==> config.mk <==
export PLATFORM = sky130hd
export DESIGN_NAME = i2s_tx_engine
export DESIGN_NICKNAME = d
export VERILOG_FILES = /design/src/rtl/i2s_tx_engine.sv
export SDC_FILE = /design/constraint.sdc
export NUM_CORES = 1
export LEC_CHECK = 0
export BUFFER_PORTS_ARGS = -buffer_cell sky130_fd_sc_hd__buf_2
export CORE_MARGIN = 2
export CORE_UTILIZATION = 65
export CTS_CLUSTER_DIAMETER = 30
export DETAILED_ROUTE_END_ITERATION = 16
export GPL_ROUTABILITY_DRIVEN = 0
export PLACE_DENSITY = 0.81
export SYNTH_ARGS = -nofsm -noshare
export SYNTH_HDL_FRONTEND = slang
export SYNTH_SLANG_ARGS = --single-unit
==> constraint.sdc <==
create_clock -name aud_mclk -period 6.7 [get_ports aud_mclk]
set_input_delay 0.335 -clock aud_mclk [delete_from_list [all_inputs] [get_ports aud_mclk]]
set_output_delay 0.335 -clock aud_mclk [all_outputs]
set_load 0.01 [all_outputs]
==> src/rtl/i2s_tx_engine.sv <==
// i2s_tx_engine
// I2S / left-justified TDM serialiser clocked entirely by the audio master
// clock. Channel-tagged samples arrive on an AXI-Stream slave and are queued
// in an internal FIFO. Frames of CHANNELS x 32-bit slots are generated from
// aud_mclk using a divider that is latched at every frame start.
//
// Ports
//   aud_mclk, aud_mrst     : clock and synchronous active-high reset
//   s_axis_aud_*           : sample stream (tdata MSB-aligned, tid = channel)
//   cfg_enable             : run request (a disable completes the current frame)
//   cfg_mode               : 0 = I2S (one-bit delay), 1 = left-justified
//   cfg_sclk_div           : sclk half-period minus one, in mclk cycles
//   sclk_out, lrclk_out,
//   sdata_out              : serial audio outputs
//   fifo_level             : number of stored samples
//   underrun, misalign     : one-cycle event pulses
//   active                 : high while frames are being generated
module i2s_tx_engine #(
  parameter int DATA_W     = 24,
  parameter int CHANNELS   = 2,
  parameter int FIFO_DEPTH = 16,
  parameter int LVL_W      = $clog2(FIFO_DEPTH + 1)
) (
  input  logic             aud_mclk,
  input  logic             aud_mrst,
  input  logic [31:0]      s_axis_aud_tdata,
  input  logic [2:0]       s_axis_aud_tid,
  input  logic             s_axis_aud_tvalid,
  output logic             s_axis_aud_tready,
  input  logic             cfg_enable,
  input  logic             cfg_mode,
  input  logic [7:0]       cfg_sclk_div,
  output logic             sclk_out,
  output logic             lrclk_out,
  output logic             sdata_out,
  output logic [LVL_W-1:0] fifo_level,
  output logic             underrun,
  output logic             misalign,
  output logic             active
);

  localparam int AW = $clog2(FIFO_DEPTH);
  localparam logic [LVL_W-1:0] DEPTH_LVL = LVL_W'(FIFO_DEPTH);
  localparam logic [LVL_W-1:0] CH_LVL    = LVL_W'(CHANNELS);
  localparam logic [2:0]       LAST_SLOT = 3'(CHANNELS - 1);
  localparam logic [2:0]       HALF_SLOT = 3'(CHANNELS / 2);

  typedef enum logic {ST_IDLE, ST_RUN} state_t;

  // Sample storage
  logic [DATA_W-1:0] mem [FIFO_DEPTH];
  logic [AW-1:0]     wr_ptr_reg, rd_ptr_reg;
  logic [LVL_W-1:0]  level_reg;
  logic [2:0]        wr_ch_reg;

  // Frame engine
  state_t      state_reg;
  logic [8:0]  phase_reg;
  logic [7:0]  div_reg;
  logic        mode_reg;
  logic        filled_reg;
  logic [4:0]  bit_reg;
  logic [2:0]  slot_reg;
  logic [31:0] shift_reg;
  logic        delay_reg;
  logic        sclk_reg, lrclk_reg, sdata_reg;
  logic        underrun_reg, misalign_reg;

  logic              hs, push, bad, pop;
  logic [DATA_W-1:0] head_data;
  logic [31:0]       head_word;
  logic              boundary, frame_end, start_idle, frame_start, go_idle;
  logic              emit, slot_start, start_fill, filled_next, mode_next;
  logic              new_l, sdata_next;
  logic [4:0]        bit_next;
  logic [2:0]        slot_next;
  logic [31:0]       shift_next;

  assign s_axis_aud_tready = (level_reg < DEPTH_LVL);
  assign hs   = s_axis_aud_tvalid & s_axis_aud_tready;
  assign push = hs & (s_axis_aud_tid == wr_ch_reg);
  assign bad  = hs & (s_axis_aud_tid != wr_ch_reg);

  assign head_data = mem[rd_ptr_reg];

  // Expand the stored sample into a 32-bit slot word: sample bits MSB first,
  // zero padding below.
  generate
    for (genvar gi = 0; gi < 32; gi++) begin : g_slot_word
      if (gi < DATA_W) begin : g_data
        assign head_word[31-gi] = head_data[DATA_W-1-gi];
      end else begin : g_pad
        assign head_word[31-gi] = 1'b0;
      end
    end
    if (DATA_W < 32) begin : g_low_bits
      logic unused_low_bits;
      assign unused_low_bits = ^s_axis_aud_tdata[31-DATA_W:0];
    end
  endgenerate

  always_comb begin
    // Falling sclk edge: the phase counter has spent 2(D+1) cycles in the bit.
    boundary    = (state_reg == ST_RUN) && (phase_reg == {div_reg, 1'b1});
    frame_end   = boundary && (bit_reg == 5'd31) && (slot_reg == LAST_SLOT);
    start_idle  = (state_reg == ST_IDLE) && cfg_enable;
    frame_start = start_idle || (frame_end && cfg_enable);
    go_idle     = frame_end && !cfg_enable;
    emit        = start_idle || boundary;
    start_fill  = (level_reg >= CH_LVL);
    filled_next = frame_start ? start_fill : filled_reg;
    mode_next   = frame_start ? cfg_mode : mode_reg;
    slot_start  = emit && (frame_start || (bit_reg == 5'd31)) && !go_idle;
    pop         = slot_start && filled_next;
    bit_next    = frame_start ? 5'd0 : bit_reg + 5'd1;
    slot_next   = frame_start ? 3'd0 :
                  ((bit_reg == 5'd31) ? slot_reg + 3'd1 : slot_reg);
    new_l       = slot_start ? (pop & head_word[31]) : shift_reg[31];
    shift_next  = slot_start ? (pop ? {head_word[30:0], 1'b0} : 32'd0)
                             : {shift_reg[30:0], 1'b0};
    // I2S carries the previous bit; delay_reg is cleared whenever idle so the
    // first bit after IDLE is zero.
    sdata_next  = mode_next ? new_l : delay_reg;
  end

  always_ff @(posedge aud_mclk) begin
    if (push) begin
      mem[wr_ptr_reg] <= s_axis_aud_tdata[31 -: DATA_W];
    end
  end

  always_ff @(posedge aud_mclk) begin
    if (aud_mrst) begin
      wr_ptr_reg <= '0;
      rd_ptr_reg <= '0;
      level_reg  <= '0;
      wr_ch_reg  <= 3'd0;
    end else begin
      if (push) begin
        wr_ptr_reg <= wr_ptr_reg + AW'(1);
        wr_ch_reg  <= (wr_ch_reg == LAST_SLOT) ? 3'd0 : wr_ch_reg + 3'd1;
      end
      if (pop) begin
        rd_ptr_reg <= rd_ptr_reg + AW'(1);
      end
      case ({push, pop})
        2'b10:   level_reg <= level_reg + LVL_W'(1);
        2'b01:   level_reg <= level_reg - LVL_W'(1);
        default: level_reg <= level_reg;
      endcase
    end
  end

  always_ff @(posedge aud_mclk) begin
    if (aud_mrst) begin
      state_reg    <= ST_IDLE;
      phase_reg    <= 9'd0;
      div_reg      <= 8'd0;
      mode_reg     <= 1'b0;
      filled_reg   <= 1'b0;
      bit_reg      <= 5'd0;
      slot_reg     <= 3'd0;
      shift_reg    <= 32'd0;
      delay_reg    <= 1'b0;
      sclk_reg     <= 1'b0;
      lrclk_reg    <= 1'b0;
      sdata_reg    <= 1'b0;
      underrun_reg <= 1'b0;
      misalign_reg <= 1'b0;
    end else begin
      misalign_reg <= bad;
      underrun_reg <= frame_start && !start_fill;
      if (frame_start) begin
        state_reg  <= ST_RUN;
        div_reg    <= cfg_sclk_div;
        mode_reg   <= cfg_mode;
        filled_reg <= start_fill;
      end
      if (go_idle) begin
        state_reg <= ST_IDLE;
        phase_reg <= 9'd0;
        bit_reg   <= 5'd0;
        slot_reg  <= 3'd0;
        shift_reg <= 32'd0;
        delay_reg <= 1'b0;
        sclk_reg  <= 1'b0;
        lrclk_reg <= 1'b0;
        sdata_reg <= 1'b0;
      end else if (emit) begin
        phase_reg <= 9'd0;
        sclk_reg  <= 1'b0;
        bit_reg   <= bit_next;
        slot_reg  <= slot_next;
        shift_reg <= shift_next;
        sdata_reg <= sdata_next;
        delay_reg <= new_l;
        lrclk_reg <= (slot_next >= HALF_SLOT);
      end else if (state_reg == ST_RUN) begin
        phase_reg <= phase_reg + 9'd1;
        if (phase_reg == {1'b0, div_reg}) begin
          sclk_reg <= 1'b1;
        end
      end
    end
  end

  assign sclk_out   = sclk_reg;
  assign lrclk_out  = lrclk_reg;
  assign sdata_out  = sdata_reg;
  assign fifo_level = level_reg;
  assign underrun   = underrun_reg;
  assign misalign   = misalign_reg;
  assign active     = (state_reg == ST_RUN);

endmodule

**Word level (Yosys, flattened, before mapping)**

Memory sizes are Yosys's and may differ from the RTL's. A register that Yosys moved wholly into a read port is not among the register bits.
Index checks and enable logic that the tools add are counted.

- Flip-flop bits (word level): 82
- Bits in writable memories: 384
- Input bits: 48
- Output and inout bits: 12
- Memories kept: 1

Memories:

| memory | depth | bits a word | rd ports | clocked after memory_dff | wr ports | line | text |
|---|---|---|---|---|---|---|---|
| mem | 16 | 24 | 1 | 1 | 1 | 51 | `logic [DATA_W-1:0] mem [FIFO_DEPTH];` |

- Add/subtract/negate cells: 8
- Magnitude comparators: 3
- Equal/unequal tests: 9
- Muxes and demuxes: 15
- Bitwise operators: 5
- Reductions and logical operators: 20

Operator list:

| cell | number |
|---|---|
| 32-bit 2-to-1 mux | 2 |
| 5-bit by 1-bit adder with 5-bit output (second input constant) | 2 |
| 1-bit logical AND | 10 |
| 5-bit case mux with 2 select lines | 1 |
| 9-bit by 1-bit adder with 9-bit output (second input constant) | 1 |
| 9-bit by 8-bit equality test with 1-bit output | 1 |
| 9-bit equality test | 1 |
| 3-bit 2-to-1 mux | 3 |
| 4-bit by 1-bit adder with 4-bit output (second input constant) | 2 |
| 4-bit 2-to-1 mux | 2 |
| 3-bit by 1-bit adder with 3-bit output (second input constant) | 2 |
| 3-bit by 1-bit equality test with 1-bit output (second input constant) | 2 |
| 1-bit 2-to-1 mux | 6 |
| 5-bit equality test (second input constant) | 1 |
| 5-bit by 2-bit greater-or-equal comparator with 1-bit output (second input constant) | 1 |
| 5-bit less-than comparator (second input constant) | 1 |
| 5-bit 2-to-1 mux | 1 |
| 5-bit by 1-bit subtractor with 5-bit output (second input constant) | 1 |
| 1-bit bitwise AND | 4 |
| 3-bit equality test | 1 |
| 3-bit by 1-bit greater-or-equal comparator with 1-bit output (second input constant) | 1 |
| 1-bit zero test | 3 |
| 1-bit logical OR | 3 |
| 3-bit inequality test | 1 |
| other kinds (7) | 7 |

**Longest topological paths before layout**

Gate-level depths: netlist (run 1).

- Word-level depth: 13
- Gate-level depth with buffers: 20
- Depth with buffers taken out: 17

**Worst setup path after synthesis (run 1)**

No wires, ideal clock.

- Path type: reg-to-reg
- From: register bit_reg[0]
- To: register level_reg[4] (netlist: fifo_level[4])
- Library setup time: 0.071 ns
- Data arrival time: 3.832 ns
- Required time: 6.629 ns
- Path slack: 2.798 ns
- Stages on the path, launching flop included: 21
- Path through: dfxtp_1 ha_1 and3_1 ha_1 and3b_1 clkbuf_1 nand2_1 or4_1 nand3_1 a21oi_4 buf_4 ha_1 clkbuf_1 xor2_1 ha_1 o21ai_0 a21oi_1 a21oi_1 xor2_1 or3_1 a21oi_1

- Word-level cells in the longest chain between the ends: 11
- Elaborated cells between the ends (all ways): 16

RTL lines:

| what | line | text |
|---|---|---|
| start: declaration | 62 | `logic [4:0] bit_reg;` |
| start signal: assignment | 192 | `bit_reg <= bit_next;` |
| 5-bit equality test * | 105, 113 |  |
| 1-bit logical AND (2 in series) | 105 | `frame_end = boundary && (bit_reg == 5'd31) && (slot_reg == LAST_SLOT);` |
| 1-bit logical AND | 107 | `frame_start = start_idle \|\| (frame_end && cfg_enable);` |
| 1-bit logical OR | 107 |  |
| 1-bit logical OR | 113 | `slot_start = emit && (frame_start \|\| (bit_reg == 5'd31)) && !go_idle;` |
| 1-bit logical AND (2 in series) | 113 |  |
| 1-bit logical AND * | 114 | `pop = slot_start && filled_next;` |
| via pop | 69 | `logic hs, push, bad, pop;` |
| 2-bit by 1-bit equality test with 1-bit output / 2-bit equality test (equally long branches) | 146 | `case ({push, pop})` |
| 5-bit case mux with 2 select lines / 2-bit nonzero test (equally long branches) | n/a |  |
| end signal: assignment | 147 | `2'b10: level_reg <= level_reg + LVL_W'(1);` |
| end signal: assignment | 148 | `2'b01: level_reg <= level_reg - LVL_W'(1);` |
| end signal: assignment | 149 | `default: level_reg <= level_reg;` |
| end: declaration | 53 | `logic [LVL_W-1:0] level_reg;` |

The timed path passes the listed nets; every way through them passes the cells marked *.
A chain may end at the register's enable or synchronous reset.

**Worst setup path in the final report (run 1)**

- From: register state_reg (netlist: active)
- To: register level_reg[4] (netlist: fifo_level[4])

- Word-level cells in the longest chain between the ends: 11
- Elaborated cells between the ends (all ways): 19

RTL lines:

| what | line | text |
|---|---|---|
| start: declaration | 57 | `state_t state_reg;` |
| start signal: assignment | 156 | `state_reg <= ST_IDLE;` |
| start signal: assignment | 174 | `state_reg <= ST_RUN;` |
| start signal: assignment | 180 | `state_reg <= ST_IDLE;` |
| 1-bit logical AND | 104 | `boundary = (state_reg == ST_RUN) && (phase_reg == {div_reg, 1'b1});` |
| 1-bit logical AND (2 in series) | 105 |  |
| 1-bit logical AND | 107 |  |
| 1-bit logical OR | 107 |  |
| 1-bit logical OR | 113 |  |
| 1-bit logical AND (2 in series) | 113 |  |
| 1-bit logical AND * | 114 |  |
| 2-bit by 1-bit equality test with 1-bit output / 2-bit equality test (equally long branches) | 146 |  |
| 5-bit case mux with 2 select lines / 2-bit nonzero test (equally long branches) | n/a |  |

Mark *: on every way between the ends. The rest lies on a longest branch, timed or not.

==> flow_summary.ini, run 1 <==
[run_status]
status = finished clean

[route]
viasPerCell = 6.52
dr.first_iter.drc_count = 1208
ant_nets = 0
drcViolationCount = 0
routed_wl_mm = 42.6
vias = 10400
drtPass1Iterations = 8
routedWlPerCell_um = 26.6

[clocking]
insertion_delay_ns = 0.57
cts_hold_repair.buffers = 0
cts.repair.resized = 0
cts-root-buf = clkbuf_16
post_cts_buffers = 0
cts_tree = done
clockBufferDepth = 3
cts.sinks = 461
numCtsBuffers = 81
clkTransAtPathRegs_ns = 0.05
h-tree-depth = 3

[global_routing]
grt-ovfl-total = 0
antenna_found_initial = 3
grt_max_degree = 86
grt_first_pass_wirelength_mm = 64.1
met1_usage_pct = 40.1
grt_pass1_vias = 10700
top_usage_layer = met2
grt_use_met2_pct = 48.9
use_met3_pct = 5.87
grt_use_total_pct = 30.1

[worst_setup_path]
critical_path.most_common_cell = a21oi_1
path_max_fanout = 29
cp_slowest_stage_delay_ns = 0.86
crit_type = reg -> reg
critical_path.cell_chain = nand2_1 -> or4_4 -> nor3_4 -> a31oi_4 -> a21oi_4 -> ha_1 -> xor2_1 -> ha_1 -> o21ai_0 -> a21oi_1 -> a21oi_1 -> xor2_1 -> or3_1 -> a21oi_1
required_ns = 7.18
cp_num_buf_inv = 0
cp_slowest_cell = a21oi_4
arrival_ns = 5.25
start_kind = flop
end_kind = flop
path_delay_family = compound AO/OA/AOI/OAI gates

[floorplan]
die_y_um = 171
rows = 61
pin_count = 60
die_w_um = 171
core_um2 = 27700
dieArea_um2 = 29400
start_util_pct = 65.8

[sta]
rsz0062_at_grt = no
final.min_clock_period_ns = 4.76
finalCritPeriodShare_pct = 71.1
setup_tns_ns = 0
setup_viol = 0
hold_violations = 0
relSlewSlack_pct = 17.4
worst_pin_slew_ns = 1.24
skew_ns = 0.0191
slew_violations = 0
fmax_mhz = 210

[placed_design]
place_inst = 1446
hpwl_mm = 18.3
numPortBuffers = 51

[logic_synthesis]
synthTopCellsByArea = edfxtp_1 (63%), mux4_2 (12%), dfxtp_1 (8.5%)
synth-async-reset-ratio_pct = 0
synth_cell_types = 44
synth_top_flop_cell = edfxtp_1
synthCells = 1067
ys_ff_latch = 461
synth_top_area_share_pct = 63.3
synth-edff-count = 384
avgSynthCellArea_um2 = 17.1
synth_fp_nets = 1129
yosysSeqAreaShare_pct = 71.8
syn-cell-area_um2 = 18200
yosysWarnings = 0
synth_top_cell_by_area = edfxtp_1

[cells_and_area]
finalNonFillerCells = 1598
largest_reg_flops = 384
drive_gt1_share_pct = 25.8
layout.nets = 1213
synthToLayoutAreaGrowth_pct = 19.7
final_cell_mix = edfxtp_1 (384), mux4_2 (96), clkbuf_16 (83), a21oi_1 (74), dfxtp_1 (73)
final_common_cell = edfxtp_1

[flow_run]
cap_violations = 0

[min_path]
hold_path_class = in -> reg

[pwr]
peakVddDrop_v = 0.000235
leakagePower_nw = 7.06
power_density_nw_per_um2 = 349
synthesized netlist by cell type (all sizes together) (8+ instances only):
cell type	count
nand2	66
mux2i	29
xor2	24
nor2b	24
nor3	14
ha	14
dfxtp	77
a21oi	75
o21ai	51
a211oi	26
xnor2	17
edfxtp	384
inv	8
mux4	96
nor2	48
buf	21
clkbuf	40
logic make-up (layout without fill, tap and decap cells):
group | after synthesis | in the layout | share of synthesized area [%]
AOI/OAI and AO/OA | 164 | 164 | 5.16
muxes | 126 | 126 | 13.5
adders and majority gates | 14 | 14 | 0.961
other | 0 | 3 | 0
and+or+nand+nor | 192 | 192 | 5.10
buffers and inverters | 69 | 219 | 1.53
DFF | 461 | 461 | 71.8
xor gates and xnor gates | 41 | 41 | 1.97
where the power goes:
part / switching, mW / total (mW) / leakage (nW) / internal, mW
logic: 0.0945 / 0.134 / 1.59 / 0.0395
clock network: 1.42 / 4.33 / 1.38 / 2.91
registers: 0.0139 / 3.14 / 4.08 / 3.12
total: 1.53 / 7.60 / 7.06 / 6.07
final timing paths:
kind	from	to	slack (ns)	cells past startpoint
max reg2reg	active$_SDFFE_PP0N_	fifo_level[4]$_SDFFE_PP0P_	1.94	14
max	active$_SDFFE_PP0N_	fifo_level[4]$_SDFFE_PP0P_	1.94	14
min reg2reg	bit_reg[4]$_SDFFE_PP0P_	bit_reg[4]$_SDFFE_PP0P_	0.46	2
min	cfg_sclk_div[7]	div_reg[7]$_SDFFE_PP0N_	0.02	3
final cells by class:
class	instances	area (um^2)
antenna	3	7.51
inverter	8	30.0
sequential	461	13100
tap	378	473
multi-input combinational	537	4980
clock inverter	54	738
clock buffer	95	2140
timing repair buffer	62	350
fill	1361	5900
worst min-delay path: stages:
cell and delay, ns:
buf_2 0.09, nand2_1 0.04, a21oi_1 0.05
stage by stage:
| stage | hold slack (ns) | util [%] | power [mW] | worst slack (ns) | cell area [um^2] |
|---|---|---|---|---|---|
| 3_3_place_gp | 0.445 | 68.3 | 3.31 | 2.10 | 18900 |
| 6_report | 0.0172 | 78.7 | 7.60 | 1.94 | 21800 |
| 5_1_grt | 0.0319 | 78.7 | 7.77 | 1.68 | 21800 |
| 4_1_cts | 0.00710 | 78.7 | 7.62 | 2.01 | 21800 |
| 3_5_place_dp | 0.450 | 68.3 | 3.32 | 2.02 | 18900 |
| 2_1_floorplan | 0.434 | - | 3.26 | 2.80 | 18200 |
per-layer routing:
layer | wire (um) | part of all wire [%]
met5 | 0 | 0
met4 | 1560 | 3.7
met3 | 4000 | 9.4
met2 | 21100 | 50
met1 | 15900 | 37
No activity file was read; power rests on OpenSTA's default activity.
==> run 2: changes to the inputs <==
--- a/config.mk
+++ b/config.mk
@@ -7,11 +7,11 @@
 export LEC_CHECK = 0
 export BUFFER_PORTS_ARGS = -buffer_cell sky130_fd_sc_hd__buf_2
 export CORE_MARGIN = 2
-export CORE_UTILIZATION = 65
+export CORE_UTILIZATION = 56
 export CTS_CLUSTER_DIAMETER = 30
 export DETAILED_ROUTE_END_ITERATION = 16
 export GPL_ROUTABILITY_DRIVEN = 0
-export PLACE_DENSITY = 0.81
+export PLACE_DENSITY = 0.74
 export SYNTH_ARGS = -nofsm -noshare
 export SYNTH_HDL_FRONTEND = slang
 export SYNTH_SLANG_ARGS = --single-unit
==> constraint.sdc (replaced) <==
create_clock -name aud_mclk -period 4 [get_ports aud_mclk]
set_input_delay 0.2 -clock aud_mclk [delete_from_list [all_inputs] [get_ports aud_mclk]]
set_output_delay 0.2 -clock aud_mclk [all_outputs]
set_load 0.01 [all_outputs]
==> run 2 against run 1 <==
Compared with the run above: final cell count up 8.3%; critical path type unchanged; critical path depth up 3; sequential cell count unchanged; clock power up 69%; register-to-register slack worse by 1.6 ns; utilization down 8.8 points; hold slack better by 0.037 ns; critical endpoint unchanged; fmax up 31%.
==> flow_summary.ini, run 2 (synthesized netlist as in run 1, its figures left out) <==
[cells_and_area]
finalInstanceArea_um2 = 22600
layout.nets = 1275
final_common_cell = edfxtp_1
antennaDiodeCount = 0
drive_gt1_share_pct = 27.6
synthToLayoutAreaGrowth_pct = 23.9
final_cell_mix = edfxtp_1 (384), mux4_2 (96), clkbuf_16 (89), a21oi_1 (74), dfxtp_1 (73)
largest_reg_flops = 384

[sta]
rsz0062_at_grt = no
slew_violations = 0
setup_tns_ns = 0
finalCritPeriodShare_pct = 91.2
fmax_mhz = 274
worst_pin_slew_ns = 1.12
skew_ns = 0.0284
hold_violations = 0
final.min_clock_period_ns = 3.65
setup_viol = 0
layout_setup_ws_ns = 0.351
relSlewSlack_pct = 25.2

[route]
drcViolationCount = 0
vias = 10200
ant_nets = 0
routedWlPerCell_um = 23.3
dr.first_iter.drc_count = 883
drtPass1Iterations = 5
viasPerCell = 5.91
routed_wl_mm = 40.3

[worst_setup_path]
end_kind = flop
arrival_ns = 4.15
required_ns = 4.50
start_kind = flop
path_max_fanout = 6
crit_type = reg -> reg

[run_status]
status = finished clean

[floorplan]
rows = 66
start_util_pct = 56.4
pin_count = 60
die_y_um = 184
dieArea_um2 = 34000
core_um2 = 32300
die_w_um = 184

[pwr]
peakVddDrop_v = 0.000519
leakagePower_nw = 7.39
power_density_nw_per_um2 = 567

[global_routing]
grt_pass1_vias = 10700
grt_use_total_pct = 24.8
grt-ovfl-total = 0
met1_usage_pct = 31.7
use_met3_pct = 5.10
grt_use_met2_pct = 41.6
grt_max_degree = 72
grt_first_pass_wirelength_mm = 61.9
top_usage_layer = met2
antenna_found_initial = 0

[clocking]
cts.sinks = 461
h-tree-depth = 3
numCtsBuffers = 87
cts_tree = done
cts-root-buf = clkbuf_16
insertion_delay_ns = 0.60
clockBufferDepth = 3
post_cts_buffers = 0
clkTransAtPathRegs_ns = 0.04

[placed_design]
place_ws_ns = 0.270
hpwl_mm = 20.1
post_dp_cell_area_um2 = 19200
numPortBuffers = 51

[flow_run]
cap_violations = 0

[min_path]
hold_path_class = in -> reg
run 2: cell count changes in the layout (fill, tap and decap cells not counted), moves of 3 or more:
cell           previous run  this run
buf_12                    1         7
clkbuf_16                83        89
clkinv_1                  7         2
inv_6                     5        16
clkinvlp_4                8        11
diode_2                   3         0
bufinv_16                16         8
buf_4                    10        25
dlygate4sd3_1             0        35
run 2: final timing paths:
kind | cells past startpoint | start | endpoint | slack [ns]
max | 17 | bit_reg[0]$_SDFFE_PP0P_ | fifo_level[4]$_SDFFE_PP0P_ | 0.35
min | 4 | s_axis_aud_tid[2] | misalign$_SDFF_PP0_ | 0.05
max reg2reg | 17 | bit_reg[0]$_SDFFE_PP0P_ | fifo_level[4]$_SDFFE_PP0P_ | 0.35
min reg2reg | 2 | bit_reg[4]$_SDFFE_PP0P_ | bit_reg[4]$_SDFFE_PP0P_ | 0.47
run 2: per-layer routing:
layer	wire, um	vias to the layer above
met5	0	-
met4	1240	0
met3	2480	96
met2	20600	390
met1	16000	5214
li1	-	4523
run 2: stage by stage:
stage | utilization, % | instances | hold WS, ns | power (mW)
after detailed placement | 59.6 | 1531 | 0.448 | 5.56
after global placement | 59.6 | 1531 | 0.444 | 5.55
after CTS | 69.9 | 1730 | 0.0250 | 12.9
after floorplan | - | 1067 | 0.299 | 5.45
final | 69.9 | 1730 | 0.0545 | 12.8
after global routing | 69.9 | 1730 | 0.0477 | 13.1
run 2: power by group:
| group | internal [mW] | leakage, nW | switching [mW] | total, mW |
|---|---|---|---|---|
| clock network | 4.75 | 1.44 | 2.55 | 7.30 |
| logic | 0.0914 | 1.86 | 0.160 | 0.251 |
| registers | 5.23 | 4.08 | 0.0189 | 5.25 |
run 2: repair_timing:
action	CTS	global route
resized for setup	0	2
hold buffers	35	0
endpoints found under the setup margin	0	1
endpoints found under the hold margin	395	0
run 2: final cells by class:
class	instances	area, um^2
clock buffers	104	2320
flip-flops and latches	461	13100
clock inverters	60	673
multi-input cells	537	4980
fillers	1983	9710
repair buffers	118	933
inverters	8	30.0
well taps	442	553
run 2: worst max-delay path, cell delays in order, from the launching register on:
cell	delay, ns
dfxtp_1	0.37
ha_1	0.18
and3_1	0.16
ha_2	0.25
and3b_2	0.27
nand2_1	0.08
or4_1	0.42
nand3_1	0.19
a21oi_4	0.09
ha_1	0.24
xor2_1	0.14
ha_1	0.21
o21ai_0	0.18
a21oi_1	0.09
a21oi_1	0.17
xor2_1	0.09
or3_1	0.30
a21oi_1	0.13
==> run 3: changes to the inputs <==
--- a/config.mk
+++ b/config.mk
@@ -5,7 +5,7 @@
 export SDC_FILE = /design/constraint.sdc
 export NUM_CORES = 1
 export LEC_CHECK = 0
-export BUFFER_PORTS_ARGS = -buffer_cell sky130_fd_sc_hd__buf_2
+export BUFFER_PORTS_ARGS = -buffer_cell sky130_fd_sc_hd__buf_4
 export CORE_MARGIN = 2
 export CORE_UTILIZATION = 56
 export CTS_CLUSTER_DIAMETER = 30
==> run 3 against run 2 <==
Compared with the run above: sequential share of layout area rose by 0.18 points; final cell count decreased by 0.46%; die area unchanged; sequential cell count unchanged.
==> flow_summary.ini, run 3 (synthesized netlist as in run 1, its figures left out) <==
[cells_and_area]
synthToLayoutAreaGrowth_pct = 23.5
layout.nets = 1273
final_util_pct = 69.7
largest_reg_flops = 384
final_cell_mix = edfxtp_1 (384), mux4_2 (96), clkbuf_16 (85), buf_4 (82), a21oi_1 (74)
final_common_cell = edfxtp_1
drive_gt1_share_pct = 27.4

[sta]
relSlewSlack_pct = 29.2
slew_violations = 0
setup_viol = 0
final.min_clock_period_ns = 3.69
hold_violations = 0
finalCritPeriodShare_pct = 92.2
worst_pin_slew_ns = 1.06
fmax_mhz = 271
skew_ns = 0.0226
hold_slack_ns = 0.0436
setup_tns_ns = 0
layout_setup_ws_ns = 0.311
rsz0062_at_grt = no

[route]
ant_nets = 0
routed_wl_mm = 39.5
vias = 10200
viasPerCell = 5.94
routedWlPerCell_um = 23.0
dr.first_iter.drc_count = 846
drtPass1Iterations = 5
drcViolationCount = 0

[pwr]
power_density_nw_per_um2 = 551
power_mw = 12.4
leakagePower_nw = 7.33
peakVddDrop_v = 0.000366

[worst_setup_path]
cp_slowest_stage_delay_ns = 0.44
path_max_fanout = 9
cp_num_buf_inv = 0
arrival_ns = 4.18
critical_path.cell_chain = ha_1 -> and3_1 -> ha_2 -> and3b_2 -> nand2_1 -> or4_1 -> nand3_1 -> a21oi_4 -> ha_2 -> xor2_1 -> ha_1 -> o21ai_0 -> a21oi_1 -> a21oi_1 -> xor2_1 -> or3_1 -> a21oi_1
cp_slowest_cell = or4_1
end_kind = flop
crit_type = reg -> reg
required_ns = 4.49
start_kind = flop
critical_path.most_common_cell = a21oi_1
path_delay_family = simple AND/OR/NAND/NOR gates

[global_routing]
grt_pass1_vias = 10400
grt_use_total_pct = 24.3
antenna_found_initial = 1
grt_max_degree = 72
grt-ovfl-total = 0
grt_first_pass_wirelength_mm = 60.6

[floorplan]
rows = 66
core_um2 = 32300
pin_count = 60
die_y_um = 184
start_util_pct = 56.4
dieArea_um2 = 34000
die_w_um = 184

[clocking]
post_cts_buffers = 0
cts.sinks = 461
h-tree-depth = 3
cts_tree = done
insertion_delay_ns = 0.58
clkTransAtPathRegs_ns = 0.05
clockBufferDepth = 3
numCtsBuffers = 82
cts-root-buf = clkbuf_16

[placed_design]
place_ws_ns = 0.157
numPortBuffers = 51
hpwl_mm = 19.4

[flow_run]
cap_violations = 0

[min_path]
hold_path_class = in -> reg

[run_status]
status = finished clean
==> run 3: worst register-to-register path: stages, from the launching register on <==
cell	delay (ns)
dfxtp_1	0.37
ha_1	0.18
and3_1	0.16
ha_2	0.24
and3b_2	0.26
nand2_1	0.08
or4_1	0.44
nand3_1	0.19
a21oi_4	0.09
ha_2	0.25
xor2_1	0.16
ha_1	0.21
o21ai_0	0.16
a21oi_1	0.10
a21oi_1	0.18
xor2_1	0.09
or3_1	0.31
a21oi_1	0.14
==> run 3: timing repair <==
action / CTS / global route
hold buffers: 35 / 0
setup endpoints to repair: 0 / 1
gates resized for setup: 0 / 3
endpoints found under the hold margin: 395 / 0
==> run 3: metal layers <==
metal	GRT usage [%]	share of wire [%]	vias up
met5	0	0	-
met4	8.70	2.8	0
met3	5.18	7.8	83
met2	39.7	50	458
met1	32.5	40	5165
li1	-	-	4521
==> run 3: path summary, 6_finish.rpt <==
path / cells after the start / from / end / slack, ns
min reg2reg: 2 / bit_reg[4]$_SDFFE_PP0P_ / bit_reg[4]$_SDFFE_PP0P_ / 0.47
min: 2 / aud_mrst / mode_reg$_SDFF_PP0_ / 0.04
max: 17 / bit_reg[0]$_SDFFE_PP0P_ / fifo_level[4]$_SDFFE_PP0P_ / 0.31
max reg2reg: 17 / bit_reg[0]$_SDFFE_PP0P_ / fifo_level[4]$_SDFFE_PP0P_ / 0.31
==> run 3: stage by stage <==
step | cells | instance area, um^2
after floorplan | 1067 | 18200
after global placement | 1534 | 19300
after detailed placement | 1534 | 19300
after CTS | 1721 | 22500
after global routing | 1722 | 22500
final | 1722 | 22500
==> run 3: layout make-up <==
| class | count | area (um^2) |
|---|---|---|
| Antenna cell | 1 | 2.50 |
| Clock buffer | 95 | 2180 |
| Clock inverter | 57 | 623 |
| Fill cell | 2024 | 9780 |
| Inverter | 8 | 30.0 |
| Multi-Input combinational cell | 537 | 4980 |
| Sequential cell | 461 | 13100 |
| Tap cell | 442 | 553 |
| Timing Repair Buffer | 121 | 1050 |
==> run 3: power breakdown <==
group	switching [mW]	total (mW)	leakage, nW	internal (mW)
registers	0.0186	5.25	4.08	5.23
clock network	2.40	6.88	1.34	4.49
logic	0.164	0.271	1.91	0.107
total	2.58	12.4	7.33	9.83
